`config.mk`:
```
export PLATFORM = sky130hd
export DESIGN_NAME = uart_transmitter
export DESIGN_NICKNAME = d
export VERILOG_FILES = /design/src/rtl/uart_transmitter.sv
export SDC_FILE = /design/constraint.sdc
export NUM_CORES = 1
export LEC_CHECK = 0
export CORE_MARGIN = 2
export CORE_UTILIZATION = 56
export CTS_BUF_LIST = sky130_fd_sc_hd__clkbuf_2 sky130_fd_sc_hd__clkbuf_4 sky130_fd_sc_hd__clkbuf_8
export DETAILED_ROUTE_END_ITERATION = 16
export PLACE_DENSITY = 0.86
export SLEW_MARGIN = 20
export SYNTH_ARGS = -nofsm -noshare
export SYNTH_HDL_FRONTEND = slang
export SYNTH_SLANG_ARGS = --single-unit
```
`constraint.sdc`:
```
create_clock -name clk -period 2.35 [get_ports clk]
set_input_delay 0.47 -clock clk [delete_from_list [all_inputs] [get_ports clk]]
set_output_delay 0.47 -clock clk [all_outputs]
set_load 0.02 [all_outputs]
```
`src/rtl/uart_transmitter.sv`:
```
// uart_transmitter: serializing half of the 8-bit UART.
// Accepts bytes over valid/ready into a one-entry holding register and
// shifts them out LSB-first as start, 8 data bits, optional parity and
// STOP_BITS stop bits, one bit per shared baud_tick.
//
// Parameters:
//   STOP_BITS  - stop bits per frame, 1 or 2
//   PARITY_ODD - 0: even parity, 1: odd parity (parity builds only)
//
// Ports:
//   clk        - rising-edge clock
//   rst        - asynchronous active-high reset
//   baud_tick  - one-clk pulse per bit period
//   tx_data    - byte to send, sampled on handshake
//   tx_valid   - tx_data is valid
//   tx_ready   - holding register empty (registered)
//   tx_serial  - registered serial line, idles high
//   tx_busy    - FSM not idle or holding register full
//   tx_done    - one-clk pulse when the last stop bit ends
//
// Build option:
//   UART_TX_PARITY_EN - when defined, a parity bit follows data bit 7.

module uart_transmitter #(
    parameter int unsigned STOP_BITS  = 1,
    parameter bit          PARITY_ODD = 1'b0
) (
    input  logic       clk,
    input  logic       rst,
    input  logic       baud_tick,
    input  logic [7:0] tx_data,
    input  logic       tx_valid,
    output logic       tx_ready,
    output logic       tx_serial,
    output logic       tx_busy,
    output logic       tx_done
);

    typedef enum logic [2:0] {
        S_IDLE   = 3'd0,
        S_START  = 3'd1,
        S_DATA   = 3'd2,
`ifdef UART_TX_PARITY_EN
        S_PARITY = 3'd3,
`endif
        S_STOP   = 3'd4
    } state_e;

    // Any value other than 2 is treated as a single stop bit.
    localparam logic STOP_LAST = (STOP_BITS == 2) ? 1'b1 : 1'b0;

    state_e     state_q, state_d;
    logic [7:0] hold_q, hold_d;
    logic       hold_full_q, hold_full_d;
    logic [7:0] shift_q, shift_d;
    logic [2:0] cnt_q, cnt_d;
    logic       stop_cnt_q, stop_cnt_d;
    logic       tx_serial_q, tx_serial_d;
    logic       tx_ready_q, tx_ready_d;
    logic       tx_done_q, tx_done_d;

`ifdef UART_TX_PARITY_EN
    logic       par_q, par_d;
`else
    logic       unused_parity_odd;
    assign unused_parity_odd = PARITY_ODD;
`endif

    logic       accept;
    logic       load;

    assign accept = tx_valid && tx_ready_q;

    always_comb begin
        state_d     = state_q;
        hold_d      = hold_q;
        hold_full_d = hold_full_q;
        shift_d     = shift_q;
        cnt_d       = cnt_q;
        stop_cnt_d  = stop_cnt_q;
        tx_serial_d = tx_serial_q;
        tx_done_d   = 1'b0;
        load        = 1'b0;
`ifdef UART_TX_PARITY_EN
        par_d       = par_q;
`endif

        if (accept) begin
            hold_d      = tx_data;
            hold_full_d = 1'b1;
        end

        if (baud_tick) begin
            unique case (state_q)
                S_IDLE: begin
                    if (hold_full_q) begin
                        load = 1'b1;
                    end
                end
                S_START: begin
                    state_d     = S_DATA;
                    tx_serial_d = shift_q[0];
                    cnt_d       = 3'd0;
                end
                S_DATA: begin
                    if (cnt_q == 3'd7) begin
`ifdef UART_TX_PARITY_EN
                        state_d     = S_PARITY;
                        tx_serial_d = par_q;
`else
                        state_d     = S_STOP;
                        tx_serial_d = 1'b1;
                        stop_cnt_d  = 1'b0;
`endif
                    end else begin
                        // Bit 0 of the shifted value is the next bit out.
                        shift_d     = {1'b0, shift_q[7:1]};
                        cnt_d       = cnt_q + 3'd1;
                        tx_serial_d = shift_q[1];
                    end
                end
`ifdef UART_TX_PARITY_EN
                S_PARITY: begin
                    state_d     = S_STOP;
                    tx_serial_d = 1'b1;
                    stop_cnt_d  = 1'b0;
                end
`endif
                S_STOP: begin
                    if (stop_cnt_q == STOP_LAST) begin
                        tx_done_d = 1'b1;
                        if (hold_full_q) begin
                            // Chain straight into the next frame.
                            load = 1'b1;
                        end else begin
                            state_d     = S_IDLE;
                            tx_serial_d = 1'b1;
                        end
                    end else begin
                        stop_cnt_d = stop_cnt_q + 1'b1;
                    end
                end
                default: begin
                    state_d     = S_IDLE;
                    tx_serial_d = 1'b1;
                end
            endcase
        end

        if (load) begin
            state_d     = S_START;
            shift_d     = hold_q;
            hold_full_d = 1'b0;
            tx_serial_d = 1'b0;
`ifdef UART_TX_PARITY_EN
            par_d       = (^hold_q) ^ PARITY_ODD;
`endif
        end

        // Ready drops on the handshake edge and only returns one clk
        // after the holding register has been emptied.
        tx_ready_d = accept ? 1'b0 : !hold_full_q;
    end

    always_ff @(posedge clk or posedge rst) begin
        if (rst) begin
            state_q     <= S_IDLE;
            hold_q      <= 8'h00;
            hold_full_q <= 1'b0;
            shift_q     <= 8'h00;
            cnt_q       <= 3'd0;
            stop_cnt_q  <= 1'b0;
            tx_serial_q <= 1'b1;
            tx_ready_q  <= 1'b1;
            tx_done_q   <= 1'b0;
        end else begin
            state_q     <= state_d;
            hold_q      <= hold_d;
            hold_full_q <= hold_full_d;
            shift_q     <= shift_d;
            cnt_q       <= cnt_d;
            stop_cnt_q  <= stop_cnt_d;
            tx_serial_q <= tx_serial_d;
            tx_ready_q  <= tx_ready_d;
            tx_done_q   <= tx_done_d;
        end
    end

`ifdef UART_TX_PARITY_EN
    always_ff @(posedge clk or posedge rst) begin
        if (rst) begin
            par_q <= 1'b0;
        end else begin
            par_q <= par_d;
        end
    end
`endif

    assign tx_ready  = tx_ready_q;
    assign tx_serial = tx_serial_q;
    assign tx_done   = tx_done_q;
    assign tx_busy   = (state_q != S_IDLE) || hold_full_q;

endmodule

```
==> results of run 1 <==
worst min-delay path by stage:
| stage | slack [ps] | to | from | cells past startpoint |
|---|---|---|---|---|
| 3_3_place_gp | 460 | tx_serial | tx_serial | 2 |
| 3_5_place_dp | 470 | tx_serial | tx_serial | 2 |
| 6_report | 490 | shift_q[7] | hold_q[7] | 2 |
| 4_1_cts | 490 | tx_serial | tx_serial | 2 |
| 2_1_floorplan | 440 | shift_q[7] | hold_q[7] | 2 |
| 5_1_grt | 510 | tx_serial | tx_serial | 2 |
synth_stat cells:
library cell	instances
a211oi_4	1
a21o_1	1
a21oi_1	2
a22oi_1	2
and2b_2	1
and3_2	1
and4bb_2	1
buf_6	1
clkbuf_1	3
dfrtp_1	24
dfstp_2	2
ha_1	2
inv_1	5
mux2_2	22
mux2i_1	1
nand2_1	6
nand2b_1	2
nand4b_1	1
nor2_1	4
nor3_1	1
nor4b_1	1
nor4bb_1	1
o21ai_0	5
o2bb2ai_1	3
o31ai_1	1
o41ai_1	1
or3b_2	1
or3b_4	1
sequential cells by signal (all words and copies together), names as in the netlist:
signal / cells
cnt_q: 3
hold_full_q: 1
hold_q: 8
shift_q: 8
state_q: 3
tx_done: 1
tx_ready: 1
tx_serial: 1
final cells by class:
class | instances | share of cell area (%)
Multi-Input combinational cell | 62 | 36.3
Inverter | 5 | 1.27
Timing Repair Buffer | 19 | 12.2
Tap cell | 27 | 2.29
Clock buffer | 3 | 1.53
Clock inverter | 1 | 2.04
Sequential cell | 26 | 44.4
layer usage:
metal / share of wire (%) / GRT usage, % / vias up
met3: 4.2 / 2.63 / 2
li1: - / - / 386
met4: 0.59 / 4.05 / 0
met1: 46 / 21.5 / 407
met2: 49 / 33.3 / 22
met5: 0 / 0 / -
power by group through the flow:
| stage | Clock [W] | Combinational [W] | Sequential (W) |
|---|---|---|---|
| finish | 0.000299 | 0.000783 | 0.000816 |
| global route | 0.000319 | 0.000861 | 0.000844 |
| CTS | 0.000308 | 0.000791 | 0.000816 |
| detailed placement | 0 | 0.000784 | 0.000828 |
| global placement | 0 | 0.000739 | 0.000814 |
| floorplan | 0 | 0.000597 | 0.000794 |
layout by cell type (no fill, tap or decap), types with 2 or more instances in the layout:
cell / n
ha_1: 2
clkbuf_4: 3
dfstp_2: 2
nand2b_1: 2
nand2_1: 6
nor2_1: 4
clkdlybuf4s50_1: 15
mux2_2: 22
a21oi_1: 2
a22oi_1: 2
o2bb2ai_1: 3
o21ai_0: 5
inv_1: 5
buf_4: 4
dfrtp_1: 24
worst max-delay path, cell delays in order, from the launching register on:
cell and delay (ps):
dfrtp_1 430, ha_1 210, ha_1 250, or3b_4 410, a211oi_4 420, mux2_2 380
cell families (layout without fill, tap and decap cells):
logic type / after synthesis / in the layout / share of synthesized area, %
flip-flops: 26 / 26 / 53.2
multiplexers: 23 / 23 / 21.0
adder cells (fa/ha/maj): 2 / 2 / 2.04
AND/OR/NAND/NOR: 21 / 21 / 10.7
buffers and inverters: 9 / 28 / 3.36
AO/OA/AOI/OAI: 16 / 16 / 9.78
per-stage QoR:
stage	instances	util (%)	hold WS [ps]	cell area (sq um)	worst slack, ps
2_1_floorplan	97	-	444	1230	314
3_3_place_gp	139	70.2	462	1420	190
3_5_place_dp	139	70.2	470	1420	139
4_1_cts	143	72.8	489	1470	135
5_1_grt	143	72.8	513	1470	79.2
6_report	143	72.8	492	1470	138
==> results.txt, run 1 <==
The flow ran to the end, and the final reports show no timing, DRC or antenna violations. Power spread over the standard cell area amounts to 1290 nW/um^2. The count of antenna-violating nets left after detailed routing is 0. Once the floorplan was initialized, standard cells occupied between 60% and 70% of the core. In this run the worst path has a maximum fanout of 8. The final critical delay including setup and external delays came out at approximately 2200 ps. Setup repair after global routing left no endpoint under its margin. The combined area of the multi-input logic cells is 534 sq um.

For this design the top-level I/O count stands at 16. The area added between synthesis and finish came out at 19.9%. Counting the buffers created by CTS gives 3. The total routing resource utilization after global routing is between 15 and 20%.

The total chip power came out at roughly 0.0019 W. The Yosys warning count came out at 0. The starting DRC count in detailed routing came out at 14. The worst setup path is of the reg -> reg kind.

The post-synthesis cell count came out at 97. The register-to-register setup slack is 140 ps. The data arrival at the endpoint of the critical path came out at 2420 ps. The routed via count came out at 817. For the worst-skew pair, the clock arrives at the later sink with an insertion delay of ~310 ps.

The number of buffers inserted by post-CTS setup repair came out at 0. The number of unique standard cell types used by synthesis came out at 28. The number of nets at the end of the flow came out at 131.

The most critical setup path has its endpoint at shift_q[5]. STA classifies the critical path endpoint as a register. For the pin with the worst max-slew slack, the measured transition is 418 ps. Tracing the worst setup path back leads to its startpoint at cnt_q[0]. The via count normalized by instance count is 5.71.

The post-synthesis net count came out at around 110. The final max-slew violation count is 0. The post-cts hold buffer count is 0. Per report_power, the clock group accounts for about 16% of the total. The number of search-and-repair iterations in the first detailed-routing pass came out at 4.

Registers take 653 sq um. The floorplan has 16 rows. The static power due to leakage came out at between 0.6 and 0.7 nW. The number of hold violations in the final report came out at 0. For the worst setup path, the data required time is 2560 ps. The die outline height came out at 50.8 microns. The relative slew slack came out at 71.8%. The internal power is between 0.001 and 0.0015 W. The count of max-cap constraint violations is 0. The clock-pin transition on the worst setup and hold timing paths is 140 ps. The die is approximately 51 microns wide. The part of the power in combinational logic came out at 41.3%. The number of port buffers came out at 15. The worst setup path is launched from a register. No sink is reached through more buffers than the 2 on the longest clock path. The floorplan step defined a die boundary enclosing about 2600 sq um. The sequential group share of total power came out at 43.0%. dfrtp_1 takes more of the synthesized area than any other cell.

In this run the critical register-to-register path is launched from cnt_q[0]. The total area inside the core boundary comes to between 2000 and 2500 sq um. The summed negative setup slack over all endpoints came out at 0 ps. The clock tree skew after final layout is 9.86 ps.

Setup violations remaining at the end of the flow were counted as 0. The post-cts resize count came out at 0. The sequential share of the synthesized area is between 50% and 60%. The switching part of the total power is 32.3%. The mean area per synthesized cell came out at 12.7 sq um. Counting flops and latches in the post-synthesis netlist gives 26.

In the post-synthesis netlist, the biggest area contributors are dfrtp_1 (49%), mux2_2 (20%), dfstp_2 (4.3%), o2bb2ai_1 (2.1%), ha_1 (2.0%). Across the VDD grid, the largest voltage drop is 0.755 mV. The clock net sink count is 26. The wire length of the first global-routing pass is roughly 3500 microns.

In this run the clock root is driven by a clkbuf_4. After detailed routing, the number of remaining DRC violations is 0. After layout, the worst path uses 94.1% of the clock period. The number of antenna violations at the first check in global routing came to 0. The worst hold-check path type is reg -> reg.

Of the cells placed in the final design, the portion with a size suffix greater than 1 is approximately a third. Summed over all nets, the switching power comes to 0.000613 W. The largest net degree at the start of global routing is 27. The combined area of all synthesized cells is around 1200 sq um.

The endpoint identified for the worst register-to-register timing path is shift_q[5]. The half-perimeter wire length after placement is 1490 microns. CTS built an H-tree with a depth of 1. The number of global-route vias before repair is 850.

The average wire length per cell after detail routing came out at 14.2 microns. The routed wire length came out at 2030 microns. The routability congestion estimate from global placement is 0.810. The total global routing overflow is 0. The achievable frequency came out at 452 MHz. TritonCTS built the clock tree. The layout filler cell count came out at 136. The depth of the most critical reg-to-reg path is 5. The total inserted antenna cells is 0.

In this run the biggest area consumer among cell types represents 48.9% of the synthesized area.
Note: power is estimated with default switching activity, not from simulation.
==> run 2, diff against run 1 <==
==> constraint.sdc (replaced) <==
create_clock -name clk -period 2.35 [get_ports clk]
set_input_delay 0.47 -clock clk [delete_from_list [all_inputs] [get_ports clk]]
set_output_delay 0.47 -clock clk [all_outputs]
set_load 0.005 [all_outputs]
==> run 2 against run 1 <==
  * Global-route usage increased by 0.66 points
  * Die area unchanged
  * Combinational power shrank 11%
  * Final cell count down 0.70%
  * Largest cell class unchanged
  * Clock skew down 4.9 ps
  * Setup slack worse by 7.8 ps
  * Total power shrank 2.7%
  * Highest routed layer unchanged
  * Sequential power increased by 3.3%
  * Via count decreased by 1.8%
  * Flip-flop and latch count stayed put
  * Clock power grew 2%
==> results.txt, run 2 (same netlist as run 1, synthesis figures left out) <==
The run finished with clean final reports. The number of global-route vias before repair came out at 813 (-4.4%). The area added between synthesis and finish is 19.2%. The min-delay analysis places its worst path in the category in -> async.

The kind of capture point of the worst setup path is a register. The slew at the pin closest to its max-slew limit came out at 480 ps (+62.7 ps). The die outline height came out at 50.8 microns (unchanged). The pre-CTS worst setup slack came to 153 ps (+13.9 ps). The layout filler cell count was 127 (-6.6%).

The count of max-cap constraint violations came out at 0 (unchanged). The half-perimeter wire length after placement was 1420 microns (-4.5%). The floorplan core area came out at 2020 sq um (unchanged). met2 is the most crowded layer. The library cells used most frequently in the layout, excluding fill and tap cells, are dfrtp_1 (24), mux2_2 (22), clkdlybuf4s50_1 (15), nand2_1 (6). The routed via count came out at 802 (-1.8%).

The final max-slew violation count is 0 (unchanged). The register-to-register setup slack was 130 ps (about the same). The total number of H-tree levels is 1 (unchanged). The area enclosed by the die boundary came out at 2580 sq um (unchanged).

The routed wire length came out at 1980 microns (-2.2%). STA classifies the critical path startpoint as a register. The fraction of layout instances using a drive strength above 1 came out at 32.2% (-0.58 points). The largest net degree at the start of global routing is 27 (unchanged). The data arrival at the endpoint of the critical path came out at 2440 ps (+20 ps). The final critical-path setup slack was 130 ps (-7.81 ps). The hold slack is 478 ps (-14.1 ps). The most common library cell in the layout ignoring fill and taps is dfrtp_1. The post-route clock period utilization was 94.4% (+0.33 points).

Tracing the worst setup path back leads to its startpoint at cnt_q[0]. The final core utilization was 72.5% (-0.37 points). The static power due to leakage is 0.637 nW (-0.80%). The tree is rooted in a clkbuf_4.

The top-level I/O count came out at 16 (unchanged). The routing usage on met1 came out at 23.3% (+1.8 points). The total routing resource utilization after global routing came out at 18.4% (+0.66 points). The critical path data required time was 2570 ps (about the same).

The met3 global-route usage came out at 2.63% (unchanged). In this run the critical register-to-register path is launched from cnt_q[0]. The wire length of the first global-routing pass is 3510 microns (-0.57%). Setup repair after global routing left no endpoint under its margin. The total global routing overflow is 0 (unchanged).

The number of nets at the end of the flow came to 130 (-0.76%). The worst vdd rail ir drop is 0.750 mV (-0.70%). The latest clock arrival within the worst-skew pair came out at 320 ps (about the same). The worst reg2reg path endpoint is shift_q[5]. The starting utilization of the core area came out at 60.8% (unchanged). The starting DRC count in detailed routing came to 6 (-8). The DRC violation count after routing is 0 (unchanged). The count of antenna-violating nets left after detailed routing is 0 (unchanged).

The post-cts resize count was 0 (unchanged). The number of port buffers came to 15 (unchanged). The clock tree skew after final layout was 4.91 ps (-4.95 ps). The maximum number of buffers from clock root to sink is 2 (unchanged). The met2 layer usage reported by global route is 30.9% (-2.4 points).

The horizontal die dimension is 50.8 microns (unchanged). The number of hold violations in the final report came out at 0 (unchanged). The depth of the most critical reg-to-reg path came out at 5 (unchanged). The clock net sink count is 26 (unchanged).

The power per standard cell area came out at 1260 nW/um^2 (-2.2%). The critical path is of the reg -> reg type. The total chip power was 0.00185 W (-2.7%).

The routability congestion estimate from global placement came out at 0.805 (-0.57%). The total of endpoints with negative setup slack in the final report came out at 0 (unchanged). The standard-cell row count came out at 16 (unchanged). The average wire length per cell after detail routing came out at 14.0 microns (-1.5%). TritonCTS built the clock tree. The number of antenna violations at the first check in global routing is 0 (unchanged). The achievable frequency is 451 MHz (-0.35%). The via count normalized by instance count came out at 5.65 (-1.1%).

The summed negative setup slack over all endpoints is 0 ps (unchanged). The total inserted antenna cells is 0 (unchanged). The maximum fanout along the worst path is 8 (unchanged). The final critical delay including setup and external delays came to 2220 ps (+7.81 ps). The end point of the critical path is shift_q[5]. The clock-pin transition on the worst setup and hold timing paths was 140 ps (about the same). The relative slew slack is 68.0% (-3.8 points).

The post-cts hold buffer count is 0 (unchanged). The number of buffers inserted by post-CTS setup repair came out at 0 (unchanged). The largest registers in the layout are hold_q x8, shift_q x8.

The number of search-and-repair iterations in the first detailed-routing pass is 4 (unchanged). The TritonCTS buffer count is 3 (unchanged).
run 2: metal layers:
metal  wire length (microns)  part of all wire (%)
met5                       0                     0
met4                      42                   2.1
met3                      62                   3.1
met2                     936                    47
met1                     942                    48
run 2: worst max-delay path, cell delays in order, from the launching register on:
cell and delay [ps]:
dfrtp_1 440, ha_1 210, ha_1 240, or3b_4 400, a211oi_4 430, mux2_2 400
run 2: layout make-up:
cell class / count / area (sq um) / share of cell area [%]
flip-flops and latches: 26 / 653 / 44.6
well taps: 27 / 33.8 / 2.31
inverters: 5 / 18.8 / 1.28
multi-input cells: 62 / 534 / 36.5
clock inverters: 1 / 30.0 / 2.05
clock buffers: 3 / 22.5 / 1.54
repair buffers: 18 / 173 / 11.8
run 2: how the worst min path moves through the flow:
stage	endpoint
floorplan	shift_q[7]
global placement	tx_serial
detailed placement	tx_serial
CTS	state_q[0]
global route	shift_q[7]
finish	state_q[0]
run 2: metrics by stage:
step           cells  area, sq um
2_1_floorplan     97         1230
3_3_place_gp     138         1410
3_5_place_dp     138         1410
4_1_cts          142         1470
5_1_grt          142         1470
6_report         142         1470
run 2: power breakdown:
part           total [W]  internal (W)  switching [W]  leakage (nW)
combinational   0.000698      0.000434       0.000264         0.293
clock           0.000306      0.000173       0.000133        0.0279
sequential      0.000843      0.000664       0.000179         0.316
